File: src/rtl/fetch_ctrl_if.sv
// Fetch-stage bus bundle: instruction-memory handshake, hazard/redirect inputs and IF/ID outputs.
// Signal suffixes are from the fetch controller's point of view.
interface fetch_ctrl_if #(
  parameter int unsigned REGI_SIZE = 16
) ();
  logic                 imem_req_o;
  logic [REGI_SIZE-1:0] imem_addr_o;
  logic                 imem_ready_i;
  logic                 imem_valid_i;
  logic [REGI_SIZE-1:0] imem_data_i;
  logic                 stall_i;
  logic                 redirect_i;
  logic [REGI_SIZE-1:0] redirect_pc_i;
  logic                 pipe_valid_o;
  logic [REGI_SIZE-1:0] pipe_instr_o;
  logic [REGI_SIZE-1:0] pipe_pc_o;
  logic                 pipe_flush_o;

  modport master (
    output imem_req_o, imem_addr_o,
    input  imem_ready_i, imem_valid_i, imem_data_i,
    input  stall_i, redirect_i, redirect_pc_i,
    output pipe_valid_o, pipe_instr_o, pipe_pc_o, pipe_flush_o
  );

  modport slave (
    input  imem_req_o, imem_addr_o,
    output imem_ready_i, imem_valid_i, imem_data_i,
    output stall_i, redirect_i, redirect_pc_i,
    input  pipe_valid_o, pipe_instr_o, pipe_pc_o, pipe_flush_o
  );
endinterface

File: src/rtl/fetch_ctrl.sv
// Fetch sequencer: owns the PC, keeps one imem request in flight and fills the IF/ID slot.
// Optional bubble counter (perf_bubble_o) is enabled with FETCH_CTRL_PERF_EN.
module fetch_ctrl #(
  parameter int unsigned          REGI_SIZE = 16,
  parameter logic [REGI_SIZE-1:0] RESET_PC  = '0,
  parameter logic [REGI_SIZE-1:0] PC_STEP   = {{(REGI_SIZE-1){1'b0}}, 1'b1}
) (
  input  logic         clk_i,
  input  logic         rst_i,
  fetch_ctrl_if.master bus
`ifdef FETCH_CTRL_PERF_EN
  ,
  output logic [31:0]  perf_bubble_o
`endif
);

  typedef enum logic [1:0] {StIdle, StReq, StWait, StBlock} state_e;

  state_e               state_q;
  logic [REGI_SIZE-1:0] pc_q;
  logic                 squash_q;
  logic                 pipe_valid_q;
  logic [REGI_SIZE-1:0] pipe_instr_q;
  logic [REGI_SIZE-1:0] pipe_pc_q;

  logic [REGI_SIZE-1:0] pc_next;
  logic                 slot_free;
  logic                 hold_valid;
  logic                 handshake;
  logic                 resp;

  assign pc_next    = pc_q + PC_STEP;
  assign slot_free  = ~pipe_valid_q | ~bus.stall_i;
  assign hold_valid = pipe_valid_q & bus.stall_i;
  // Gating on slot_free guarantees the slot is empty once the response lands.
  assign bus.imem_req_o = (state_q == StReq) & slot_free;
  assign handshake  = bus.imem_req_o & bus.imem_ready_i;
  assign resp       = (state_q == StWait) & bus.imem_valid_i;

  assign bus.imem_addr_o  = pc_q;
  assign bus.pipe_valid_o = pipe_valid_q;
  assign bus.pipe_instr_o = pipe_instr_q;
  assign bus.pipe_pc_o    = pipe_pc_q;
  assign bus.pipe_flush_o = bus.redirect_i;

  always_ff @(posedge clk_i or posedge rst_i) begin
    if (rst_i) begin
      state_q      <= StIdle;
      pc_q         <= RESET_PC;
      squash_q     <= 1'b0;
      pipe_valid_q <= 1'b0;
      pipe_instr_q <= '0;
      pipe_pc_q    <= '0;
    end else if (bus.redirect_i) begin
      pc_q         <= bus.redirect_pc_i;
      pipe_valid_q <= 1'b0;
      unique case (state_q)
        StWait: begin
          if (resp) begin
            squash_q <= 1'b0;
            state_q  <= StReq;
          end else begin
            squash_q <= 1'b1;
          end
        end
        StReq: begin
          // A request accepted this cycle targets the old path; its response must be dropped.
          if (handshake) begin
            squash_q <= 1'b1;
            state_q  <= StWait;
          end else begin
            state_q  <= StReq;
          end
        end
        default: state_q <= StReq;
      endcase
    end else begin
      pipe_valid_q <= hold_valid;
      unique case (state_q)
        StIdle: state_q <= StReq;
        StReq: begin
          if (handshake) begin
            state_q <= StWait;
          end else if (!slot_free) begin
            state_q <= StBlock;
          end
        end
        StWait: begin
          if (resp) begin
            if (squash_q) begin
              squash_q <= 1'b0;
              state_q  <= hold_valid ? StBlock : StReq;
            end else begin
              pipe_valid_q <= 1'b1;
              pipe_instr_q <= bus.imem_data_i;
              pipe_pc_q    <= pc_next;
              pc_q         <= pc_next;
              // Current stall predicts whether the freshly filled slot drains next cycle.
              state_q      <= bus.stall_i ? StBlock : StReq;
            end
          end
        end
        StBlock: begin
          if (slot_free) begin
            state_q <= StReq;
          end
        end
      endcase
    end
  end

`ifdef FETCH_CTRL_PERF_EN
  logic [31:0] bubble_q;

  always_ff @(posedge clk_i or posedge rst_i) begin
    if (rst_i) begin
      bubble_q <= '0;
    end else if (!pipe_valid_q && (bubble_q != 32'hFFFF_FFFF)) begin
      bubble_q <= bubble_q + 32'd1;
    end
  end

  assign perf_bubble_o = bubble_q;
`endif

endmodule

File: src/flat_wrapper.sv
// flat-port wrapper written by rule: the top's interface ports become plain ports
module fetch_ctrl_flat 
#(
  parameter int unsigned          REGI_SIZE = 16,
  parameter logic [REGI_SIZE-1:0] RESET_PC  = '0,
  parameter logic [REGI_SIZE-1:0] PC_STEP   = {{(REGI_SIZE-1){1'b0}}, 1'b1}
)
  (clk_i, rst_i, bus_imem_req_o, bus_imem_addr_o, bus_imem_ready_i, bus_imem_valid_i, bus_imem_data_i, bus_stall_i, bus_redirect_i, bus_redirect_pc_i, bus_pipe_valid_o, bus_pipe_instr_o, bus_pipe_pc_o, bus_pipe_flush_o);
  fetch_ctrl_if #(.REGI_SIZE(REGI_SIZE)) bus_i ();
  input  logic clk_i;
  input  logic rst_i;
  output wire logic [$bits(bus_i.imem_req_o)-1:0] bus_imem_req_o;
  output wire logic [$bits(bus_i.imem_addr_o)-1:0] bus_imem_addr_o;
  input wire logic [$bits(bus_i.imem_ready_i)-1:0] bus_imem_ready_i;
  input wire logic [$bits(bus_i.imem_valid_i)-1:0] bus_imem_valid_i;
  input wire logic [$bits(bus_i.imem_data_i)-1:0] bus_imem_data_i;
  input wire logic [$bits(bus_i.stall_i)-1:0] bus_stall_i;
  input wire logic [$bits(bus_i.redirect_i)-1:0] bus_redirect_i;
  input wire logic [$bits(bus_i.redirect_pc_i)-1:0] bus_redirect_pc_i;
  output wire logic [$bits(bus_i.pipe_valid_o)-1:0] bus_pipe_valid_o;
  output wire logic [$bits(bus_i.pipe_instr_o)-1:0] bus_pipe_instr_o;
  output wire logic [$bits(bus_i.pipe_pc_o)-1:0] bus_pipe_pc_o;
  output wire logic [$bits(bus_i.pipe_flush_o)-1:0] bus_pipe_flush_o;
  assign bus_imem_req_o = bus_i.imem_req_o;
  assign bus_imem_addr_o = bus_i.imem_addr_o;
  assign bus_i.imem_ready_i = bus_imem_ready_i;
  assign bus_i.imem_valid_i = bus_imem_valid_i;
  assign bus_i.imem_data_i = bus_imem_data_i;
  assign bus_i.stall_i = bus_stall_i;
  assign bus_i.redirect_i = bus_redirect_i;
  assign bus_i.redirect_pc_i = bus_redirect_pc_i;
  assign bus_pipe_valid_o = bus_i.pipe_valid_o;
  assign bus_pipe_instr_o = bus_i.pipe_instr_o;
  assign bus_pipe_pc_o = bus_i.pipe_pc_o;
  assign bus_pipe_flush_o = bus_i.pipe_flush_o;
  fetch_ctrl #(.REGI_SIZE(REGI_SIZE), .RESET_PC(RESET_PC), .PC_STEP(PC_STEP)) u_core (.clk_i(clk_i), .rst_i(rst_i), .bus(bus_i));
endmodule
File: config.mk
export PLATFORM = sky130hd
export DESIGN_NAME = fetch_ctrl_flat
export DESIGN_NICKNAME = d
export VERILOG_FILES = /design/src/rtl/fetch_ctrl_if.sv /design/src/rtl/fetch_ctrl.sv /design/src/flat_wrapper.sv
export SDC_FILE = /design/constraint.sdc
export NUM_CORES = 1
export LEC_CHECK = 0
export BUFFER_PORTS_ARGS = -buffer_cell sky130_fd_sc_hd__buf_2
export CAP_MARGIN = 10
export CORE_ASPECT_RATIO = 0.6
export CORE_UTILIZATION = 50
export CTS_CLUSTER_DIAMETER = 150
export DETAILED_ROUTE_END_ITERATION = 12
export GPL_ROUTABILITY_DRIVEN = 1
export GPL_TIMING_DRIVEN = 0
export PLACE_DENSITY = 0.8
export SLEW_MARGIN = 0
export SYNTH_ARGS = -nofsm -noshare
export SYNTH_HDL_FRONTEND = slang
export SYNTH_SLANG_ARGS = --single-unit
File: constraint.sdc
create_clock -name clk_i -period 2.7 [get_ports clk_i]
set_input_delay 0 -clock clk_i [delete_from_list [all_inputs] [get_ports clk_i]]
set_output_delay 0 -clock clk_i [all_outputs]
set_load 0.005 [all_outputs]
==> results.json, run 1 <==
{
  "syn_area_sq_um": 2560,
  "hold_class": "in2reg",
  "rsz0062_at_grt": "no",
  "fp.dieH_um": 57.4,
  "clock_latency_ns": 0.31,
  "hold_slack_ns": -0.000698,
  "grt-ovfl-total": 0,
  "p_leak_nw": 1.70,
  "min_to": "u_core.bus.pipe_valid_o$_DFF_PP0_",
  "cts_tree": "built",
  "hold_violations": 1,
  "dieArea_sq_um": 5420,
  "fmax_mhz": 400,
  "die_w_um": 94.4,
  "synth_top_area_share_pct": 50.8,
  "first_pass_iters": 4,
  "port_buffers": 88,
  "root_buffer": "clkbuf_8",
  "core_area_sq_um": 4750,
  "ioPinCount": 89,
  "path_clk_slew_ns": 0.10,
  "powerDensity_nw_per_um2": 698,
  "avgSynthCellArea_sq_um": 10.2,
  "final_cell_mix": "buf_2 (94), dfrtp_1 (52), dlygate4sd3_1 (33)",
  "row_count": 19,
  "violations": "negative hold slack",
  "grt_max_degree": 35,
  "post-route-period-util_pct": 92.5,
  "yosys.area.top_type": "dfrtp_1",
  "syn-num-nets": 293,
  "num_antenna_cells": 0,
  "reg2regPathDepth": 7,
  "timing.rr.end": "u_core.bus.pipe_instr_o[11]$_DFFE_PP0P_",
  "grt_pass1_vias": 2296,
  "gp_congestion": 0.833,
  "cts.sinks": 52,
  "r2r-start": "u_core.state_q[0]$_DFFE_PP0P_",
  "clock-skew-final_ns": 0.00965,
  "cp_max_fo": 10,
  "dp_cells": 403,
  "reg2reg_slack_ns": 0.20,
  "wl_mm": 7.08,
  "postLayoutCoreUtil_pct": 74.5,
  "fin_crit_ns": 2.50,
  "hold_start": "bus_stall_i",
  "peakVddDrop_mv": 0.412,
  "dp_hpwl_mm": 4.68,
  "tns_ns": 0,
  "status": "complete, but fails checks",
  "startpoint": "u_core.state_q[0]$_DFFE_PP0P_",
  "grt_pass1_wl_mm": 11.3,
  "htreeDepth": 2,
  "drc": 0,
  "cts_max_path_buffers": 2,
  "worstHoldPathCells": 3,
  "crit_arrival_ns": 2.70,
  "antenna_found_initial": 0,
  "yosysSeqAreaShare_pct": 50.8,
  "syn-instance-count": 251,
  "initial_utilization_pct": 53.9,
  "ys_ff_latch": 52,
  "cts_buffers": 5,
  "wl_per_cell_um": 15.9,
  "finalSetupViolCount": 0,
  "drtIter0Drc": 78,
  "post-place-ws_ns": 0.296,
  "vias_per_cell": 5.38,
  "postRouteAntennaNets": 0,
  "cp.required_ns": 2.90,
  "yosysUniqueCellTypes": 38,
  "track_usage_pct": 28.1,
  "max_slew_margin_pct": 61.9,
  "worst_pin_slew_ns": 0.571,
  "crit_path_end_kind": "flop",
  "ys_top_cells_by_area": "dfrtp_1 (51%), mux2_2 (7.5%), xnor2_1 (6.8%)",
  "drv_cap": 0,
  "vias": 2390,
  "n_fill_cell": 361,
  "worstSetupPathType": "reg2reg",
  "slew_viol_final": 0,
  "synthToLayoutAreaGrowth_pct": 38.3,
  "final_common_cell": "buf_2",
  "start_kind": "flop",
  "ys_warn_count": 0,
  "stdcell_count": 444,
  "drive_above_1_share_pct": 32.8,
  "layout.nets": 422,
  "finalWorstSetupSlack_ns": 0.203
}
-- state kept, by name (all words and copies together) (netlist names) --
signal / cells
u_core.bus.pipe_instr_o: 16
u_core.squash_q: 1
u_core.bus.imem_addr_o: 16
u_core.bus.pipe_valid_o: 1
u_core.bus.pipe_pc_o: 16
u_core.state_q: 2
-- logic make-up after synthesis --
kind of cell | share of synthesized area [%]
fa+ha+maj | 1.95
mux | 8.26
xor+xnor | 8.89
buf+inv | 3.96
flops | 50.8
simple gates | 16.4
compound gates | 9.72
-- worst max-delay path by stage --
stage | endpoint | slack [ns]
after CTS | u_core.bus.pipe_instr_o[7]$_DFFE_PP0P_ | 0.25
after floorplan | u_core.bus.pipe_instr_o[10]$_DFFE_PP0P_ | 0.75
after global routing | u_core.bus.pipe_instr_o[6]$_DFFE_PP0P_ | 0.07
after detailed placement | u_core.bus.pipe_instr_o[7]$_DFFE_PP0P_ | 0.30
final | u_core.bus.pipe_instr_o[11]$_DFFE_PP0P_ | 0.20
after global placement | u_core.bus.pipe_instr_o[9]$_DFFE_PP0P_ | 0.40
-- routing by layer --
layer	up-vias	track usage, %	wire length, um
li1	1132	-	-
met1	1148	39.2	3190
met2	101	45.7	3340
met3	9	4.67	471
met4	0	7.91	68
met5	-	0	0
-- where the power goes --
group / leakage, nW / internal, W / total (W) / switching [W]
logic: 0.974 / 0.000423 / 0.000784 / 0.000361
clock network: 0.0541 / 0.000274 / 0.000535 / 0.000260
registers: 0.672 / 0.00100 / 0.00115 / 0.000153
-- cell type report --
cell class / count / area (sq um) / area share [%]
clock inverters: 3 / 42.5 / 1.20
repair buffers: 122 / 791 / 22.3
flip-flops and latches: 52 / 1300 / 36.7
plain buffers: 17 / 75.1 / 2.12
well taps: 63 / 78.8 / 2.23
multi-input cells: 175 / 1160 / 32.7
clock buffers: 5 / 68.8 / 1.94
inverters: 7 / 26.3 / 0.742
-- cells in the mapped netlist --
cell type / instances
o31ai_1: 4
a41oi_1: 1
or4_1: 1
nor2_1: 19
o22a_1: 1
ha_1: 4
nand3_2: 1
or3_4: 1
a31oi_1: 3
nand3b_1: 2
nand4_1: 4
mux2_2: 17
buf_4: 1
a21oi_1: 14
inv_1: 7
dfrtp_1: 52
o21ai_0: 16
nor2b_1: 1
xor2_1: 6
nor3_1: 8
nand4b_1: 1
xnor2_1: 20
nand3_1: 6
and4_1: 1
nand2b_1: 1
nor4_1: 10
a21boi_0: 1
nand2_2: 1
nand2_1: 23
clkbuf_1: 10
and3b_1: 1
and2_0: 1
a2bb2oi_1: 1
o2bb2ai_1: 1
o211ai_1: 1
nor4bb_1: 1
buf_2: 6
mux2i_1: 2
-- metrics by stage --
stage / cell area [sq um] / hold slack [ns] / total power, W
final: 3540 / -0.000698 / 0.00247
after detailed placement: 3100 / 0.0321 / 0.00189
after global placement: 3080 / 0.206 / 0.00186
after global routing: 3540 / 0.0204 / 0.00263
after CTS: 3540 / 0.00322 / 0.00247
after floorplan: 2560 / 0.0808 / 0.00155
-- repair_timing --
action,CTS,global route
buffers inserted,0,0
hold buffers,33,0
resized for setup,0,0
endpoints found under the hold margin,50,0
-- critical path, stage by stage, from the launching register on --
cell	delay [ns]
dfrtp_1	0.43
inv_1	0.08
ha_1	0.13
clkbuf_1	0.27
nor4bb_1	0.27
clkbuf_1	0.46
buf_2	0.36
mux2_2	0.37
Note: power is estimated with default switching activity, not from simulation.
==> inputs of run 2 (changes only) <==
Settings changed: CORE_UTILIZATION 50 to 52, CTS_BUF_LIST set to sky130_fd_sc_hd__clkbuf_8, PLACE_DENSITY 0.8 to 0.83.
==> run 2 against run 1 <==
Combinational power is 0.6% lower. Count of clock-buffer cells in the layout stayed put. Largest power group unchanged. Largest cell class unchanged. Setup slack better by 0.084 ns. Cell count stayed put. Flip-flop and latch count stayed put. Sequential share of layout area stayed put. Sequential power hardly changed. Clock skew is 0.0030 ns lower. First-iteration DRC count is 71% higher. Cell area stayed put. The run now ends clean. Non-clock buffer count stayed put.
==> results.json, run 2 (synthesized netlist as in run 1, its figures left out) <==
{
  "antenna_found_initial": 0,
  "die_w_um": 92.6,
  "track_usage_pct": 28.3,
  "cts.sinks": 52,
  "dieArea_sq_um": 5220,
  "cp.required_ns": 2.90,
  "dp_hpwl_mm": 4.40,
  "powerDensity_nw_per_um2": 700,
  "postRouteAntennaNets": 0,
  "row_count": 19,
  "p_switching_w": 0.000778,
  "stdcell_count": 444,
  "fp.dieH_um": 56.4,
  "htreeDepth": 2,
  "drtIter0Drc": 133,
  "switching_share_pct": 31.4,
  "cp_max_fo": 10,
  "clock-skew-final_ns": 0.00663,
  "ioPinCount": 89,
  "dp_cells": 403,
  "n_fill_cell": 351,
  "final_cell_mix": "buf_2 (94), dfrtp_1 (52), dlygate4sd3_1 (33)",
  "postLayoutCoreUtil_pct": 76.0,
  "drive_above_1_share_pct": 32.8,
  "initial_utilization_pct": 55.0,
  "seqCellArea_sq_um": 1300,
  "core_area_sq_um": 4660,
  "worst_pin_slew_ns": 0.534,
  "wl_per_cell_um": 15.7,
  "cts_tree": "built",
  "grt_pass1_vias": 2328,
  "fin_crit_ns": 2.41,
  "p_seq_share_pct": 46.7,
  "grt-ovfl-total": 0,
  "ctsResizeCount": 0,
  "hold_violations": 0,
  "tns_ns": 0,
  "synthToLayoutAreaGrowth_pct": 38.3,
  "wl_mm": 6.97,
  "finalWorstSetupSlack_ns": 0.287,
  "clock_latency_ns": 0.31,
  "crit_path_end_kind": "flop",
  "vias_per_cell": 5.32,
  "final_common_cell": "buf_2",
  "worst-path-buf-inv": 4,
  "worst_path_max_delay_cell": "dfrtp_1",
  "path_clk_slew_ns": 0.09,
  "root_buffer": "clkbuf_8",
  "multiInputGateArea_sq_um": 1160,
  "cp_slowest_stage_delay_ns": 0.44,
  "cpMostUsedCell": "clkbuf_1",
  "peakVddDrop_mv": 0.509,
  "vias": 2360,
  "rsz0062_at_grt": "no",
  "grt_pass1_wl_mm": 11.3,
  "cts_buffers": 5,
  "port_buffers": 88,
  "hold_class": "in2reg",
  "p_leak_nw": 1.70,
  "num_antenna_cells": 0,
  "power.internal_w": 0.00170,
  "p_clk_share_pct": 21.8,
  "grt_max_degree": 31,
  "reg2reg_slack_ns": 0.29,
  "fmax_mhz": 415,
  "path_cells": "inv_1 > ha_1 > clkbuf_1 > nor4bb_1 > clkbuf_1 > buf_2 > mux2_2",
  "gp_congestion": 0.811,
  "crit_arrival_ns": 2.61,
  "finalSetupViolCount": 0,
  "max_slew_margin_pct": 64.4,
  "start_kind": "flop",
  "cts_max_path_buffers": 2,
  "status": "complete, no violations",
  "power_frac_comb_pct": 31.5,
  "post-route-period-util_pct": 89.4,
  "post-place-ws_ns": 0.343,
  "drc": 0,
  "first_pass_iters": 4,
  "cp_top_family": "buffers and inverters",
  "worstSetupPathType": "reg2reg",
  "drv_cap": 0,
  "layout.nets": 422,
  "slew_viol_final": 0
}
## run 2: cell counts in the layout (fill, tap and decap cells not counted)
No cell type changed its count.
## run 2: metrics by stage
| stage | cell area (sq um) | power, W | hold WS, ns |
|---|---|---|---|
| global placement | 3080 | 0.00185 | 0.209 |
| detailed placement | 3100 | 0.00189 | 0.0573 |
| finish | 3540 | 0.00248 | 0.0267 |
| CTS | 3540 | 0.00246 | 0.0174 |
| floorplan | 2560 | 0.00155 | 0.0808 |
| global route | 3540 | 0.00263 | 0.0663 |
## run 2: tightest hold or removal path, delay by kind of cell
| kind | cells | cell delay (ns) |
|---|---|---|
| AO/OA/AOI/OAI | 1 | 0.08 |
| buffers and inverters | 1 | 0.11 |
| AND/OR/NAND/NOR | 1 | 0.11 |
## run 2: what timing repair did
| item | in CTS | in global routing |
|---|---|---|
| setup buffers | 0 | 0 |
| endpoints found under the hold margin | 54 | 0 |
| hold buffers | 33 | 0 |
| endpoints found under the setup margin | 0 | 0 |
## run 2: power groups by stage
stage | clock (W) | sequential [W] | combinational (W)
6_report | 0.000541 | 0.00116 | 0.000779
5_1_grt | 0.000577 | 0.00119 | 0.000863
4_1_cts | 0.000543 | 0.00115 | 0.000769
3_5_place_dp | 0 | 0.00116 | 0.000731
3_3_place_gp | 0 | 0.00115 | 0.000703
2_1_floorplan | 0 | 0.00117 | 0.000387
## run 2: layout make-up
cell class / count / share of cell area, %
Inverter: 7 / 0.742
Sequential cell: 52 / 36.7
Tap cell: 63 / 2.23
Clock inverter: 3 / 1.20
Multi-Input combinational cell: 175 / 32.7
Timing Repair Buffer: 122 / 22.3
Clock buffer: 5 / 1.94
Buffer: 17 / 2.12
## run 2: path summary, 6_finish.rpt
check	from	endpoint	cells after the start
hold reg to reg	u_core.bus.pipe_pc_o[1]$_DFFE_PP0P_	u_core.bus.pipe_pc_o[1]$_DFFE_PP0P_	1
hold / removal	bus_stall_i	u_core.bus.pipe_valid_o$_DFF_PP0_	3
setup reg to reg	u_core.state_q[0]$_DFFE_PP0P_	u_core.bus.pipe_instr_o[4]$_DFFE_PP0P_	7
setup / recovery	u_core.state_q[0]$_DFFE_PP0P_	u_core.bus.pipe_instr_o[4]$_DFFE_PP0P_	7
max in group asynchronous	rst_i	u_core.bus.imem_addr_o[15]$_DFFE_PP0P_	4
min in group asynchronous	rst_i	u_core.bus.pipe_instr_o[15]$_DFFE_PP0P_	3
## run 2: metal layers
metal  global-route usage, %  part of all wire (%)
met2                    46.0                    47
met4                    8.04                   1.3
met5                       0                     0
met3                    5.15                   6.7
met1                    39.1                    45
==> inputs of run 3 (changes only) <==
Settings changed: ABC_AREA set to 1, CORE_MARGIN set to 10, CORE_UTILIZATION 52 to 51, PLACE_DENSITY 0.83 to 0.82.
==> run 3 against run 2 <==
Cell count rose by 15%. Routed wire length rose by 4.9%. Core utilization fell by 1.6 points. Largest cell class unchanged. Via count rose by 6.4%. Critical path type unchanged. Critical endpoint is now u_core.bus.imem_addr_o[7]$_DFFE_PP0P_. Register-to-register slack improved by 0.69 ns. Count of clock-buffer cells in the layout did not move.
==> results.json, run 3 <==
{
  "hold_class": "in2reg",
  "syn_area_sq_um": 2490,
  "start_kind": "flop",
  "layout.nets": 486,
  "fp.dieH_um": 74.1,
  "port_buffers": 87,
  "wl_mm": 7.31,
  "row_count": 19,
  "peakVddDrop_mv": 0.419,
  "core_area_sq_um": 4640,
  "track_usage_pct": 17.9,
  "cts_max_path_buffers": 2,
  "multiInputGateArea_sq_um": 1040,
  "drv_cap": 0,
  "n_fill_cell": 355,
  "seqCellArea_sq_um": 1300,
  "vias_per_cell": 4.94,
  "die_w_um": 110,
  "yosys.area.top_type": "dfrtp_1",
  "crit_arrival_ns": 1.96,
  "grt_pass1_wl_mm": 11.8,
  "stdcell_count": 509,
  "syn-instance-count": 315,
  "antenna_found_initial": 0,
  "yosysUniqueCellTypes": 21,
  "final_common_cell": "nand2_1",
  "cp.required_ns": 2.94,
  "fmax_mhz": 582,
  "ioPinCount": 89,
  "async_flop_share_pct": 100,
  "grt_pass1_vias": 2450,
  "avgSynthCellArea_sq_um": 7.90,
  "tns_ns": 0,
  "reg2reg_slack_ns": 0.98,
  "cts_buffers": 5,
  "p_leak_nw": 2.03,
  "worst_pin_slew_ns": 0.501,
  "dp_cells": 466,
  "crit_path_end_kind": "flop",
  "drive_above_1_share_pct": 24.7,
  "syn-num-nets": 357,
  "synth_edf_count": 0,
  "fin_crit_ns": 1.72,
  "ys_ff_latch": 52,
  "synth_most_common_cell": "nand2_1",
  "drtIter0Drc": 171,
  "post-place-ws_ns": 0.976,
  "htreeDepth": 2,
  "reg2regPathDepth": 6,
  "wl_per_cell_um": 14.4,
  "root_buffer": "clkbuf_8",
  "ctsResizeCount": 0,
  "yosysSeqAreaShare_pct": 52.3,
  "path_clk_slew_ns": 0.10,
  "postRouteAntennaNets": 0,
  "drc": 0,
  "hold_start": "bus_imem_ready_i",
  "hold_violations": 0,
  "synthToLayoutAreaGrowth_pct": 38.8,
  "post-route-period-util_pct": 63.7,
  "clock_latency_ns": 0.30,
  "worstSetupPathType": "reg2reg",
  "clock-skew-final_ns": 0.00818,
  "dp_hpwl_mm": 5.25,
  "first_pass_iters": 4,
  "startpoint": "u_core.state_q[0]$_DFFE_PP0P_",
  "hold_slack_ns": 0.135,
  "post-cts-setup-buffers": 0,
  "r2r-start": "u_core.state_q[0]$_DFFE_PP0P_",
  "finalWorstSetupSlack_ns": 0.981,
  "rsz0062_at_grt": "no",
  "synth_top_area_share_pct": 52.3,
  "cts_tree": "built",
  "slew_viol_final": 0,
  "initial_utilization_pct": 53.7,
  "grt-ovfl-total": 0,
  "worstHoldPathCells": 6,
  "ctsHoldBuffers": 34,
  "max_slew_margin_pct": 66.6,
  "timing.rr.end": "u_core.bus.imem_addr_o[7]$_DFFE_PP0P_",
  "ys_warn_count": 0,
  "cp_max_fo": 10,
  "finalSetupViolCount": 0,
  "dieArea_sq_um": 8160,
  "vias": 2512,
  "min_to": "u_core.state_q[0]$_DFFE_PP0P_",
  "grt_max_degree": 39,
  "synth_ff_type": "dfrtp_1",
  "powerDensity_nw_per_um2": 608,
  "gp_congestion": 0.890,
  "cts.sinks": 52,
  "status": "complete, no violations",
  "synthTopCellsByCount": "nand2_1 (149), dfrtp_1 (52), nand3_1 (24)",
  "ys_top_cells_by_area": "dfrtp_1 (52%), nand2_1 (22%), nand3_1 (4.8%)",
  "final_cell_mix": "nand2_1 (149), buf_2 (95), dfrtp_1 (52)"
}
run 3: changes by cell type after synthesis, sizes merged, moves of 5 or more:
cell | before | now
nor4 | 10 | 0
nand3 | 7 | 24
a21oi | 14 | 0
nor3 | 8 | 3
inv | 7 | 24
xnor2 | 20 | 4
a22oi | 0 | 9
mux2 | 17 | 0
nand2 | 24 | 149
o21ai | 16 | 7
clkbuf | 10 | 1
run 3: cell type report:
type | instances | share of cell area (%)
diodes | 1 | 0.0725
plain buffers | 11 | 1.59
repair buffers | 122 | 23.1
inverters | 24 | 2.61
clock buffers | 5 | 1.99
well taps | 63 | 2.28
multi-input cells | 228 | 30.2
clock inverters | 3 | 0.544
flip-flops and latches | 52 | 37.7
run 3: logic make-up after synthesis:
logic type                 Yosys count  share of synthesized area, %
xor gates and xnor gates             6                          2.11
buffers and inverters               35                          5.83
DFF                                 52                          52.3
and+or+nand+nor                    198                          32.2
adders and majority gates            4                          2.01
AOI/OAI and AO/OA                   20                          5.53
run 3: worst max-delay path by stage:
stage,endpoint,slack (ns),depth (start not counted)
after detailed placement,u_core.bus.pipe_pc_o[12]$_DFFE_PP0P_,0.98,8
after floorplan,u_core.bus.pipe_pc_o[13]$_DFFE_PP0P_,1.26,8
after global placement,u_core.bus.pipe_pc_o[8]$_DFFE_PP0P_,0.78,2
after CTS,u_core.bus.pipe_pc_o[12]$_DFFE_PP0P_,0.97,8
final,u_core.bus.imem_addr_o[7]$_DFFE_PP0P_,0.98,6
after global routing,u_core.bus.pipe_pc_o[12]$_DFFE_PP0P_,0.76,8
run 3: through the flow:
stage	utilization [%]	area, sq um	total power, W
floorplan	-	2490	0.00137
global placement	64.8	3000	0.00161
detailed placement	65.2	3020	0.00164
CTS	74.4	3450	0.00211
global route	74.4	3450	0.00226
finish	74.5	3450	0.00210
run 3: power by group:
group          switching [W]  total, W  internal [W]
registers           0.000114   0.00105      0.000933
clock network       0.000254  0.000435      0.000181
logic               0.000326  0.000618      0.000292
total               0.000694   0.00210       0.00141
run 3: worst max-delay path: stages, from the launching register on:
cell     delay [ns]
dfrtp_1        0.40
inv_1          0.06
ha_1           0.26
a31oi_2        0.42
buf_2          0.32
a22oi_1        0.10
nand2_1        0.10
run 3: per-layer routing:
metal / wire length [um] / share of wire, % / up-vias / track usage [%]
met1: 3190 / 44 / 1169 / 23.6
met2: 3320 / 45 / 94 / 28.7
met4: 8 / 0.11 / 0 / 2.70
met3: 791 / 11 / 2 / 6.13
met5: 0 / 0 / - / 0
li1: - / - / 1247 / -
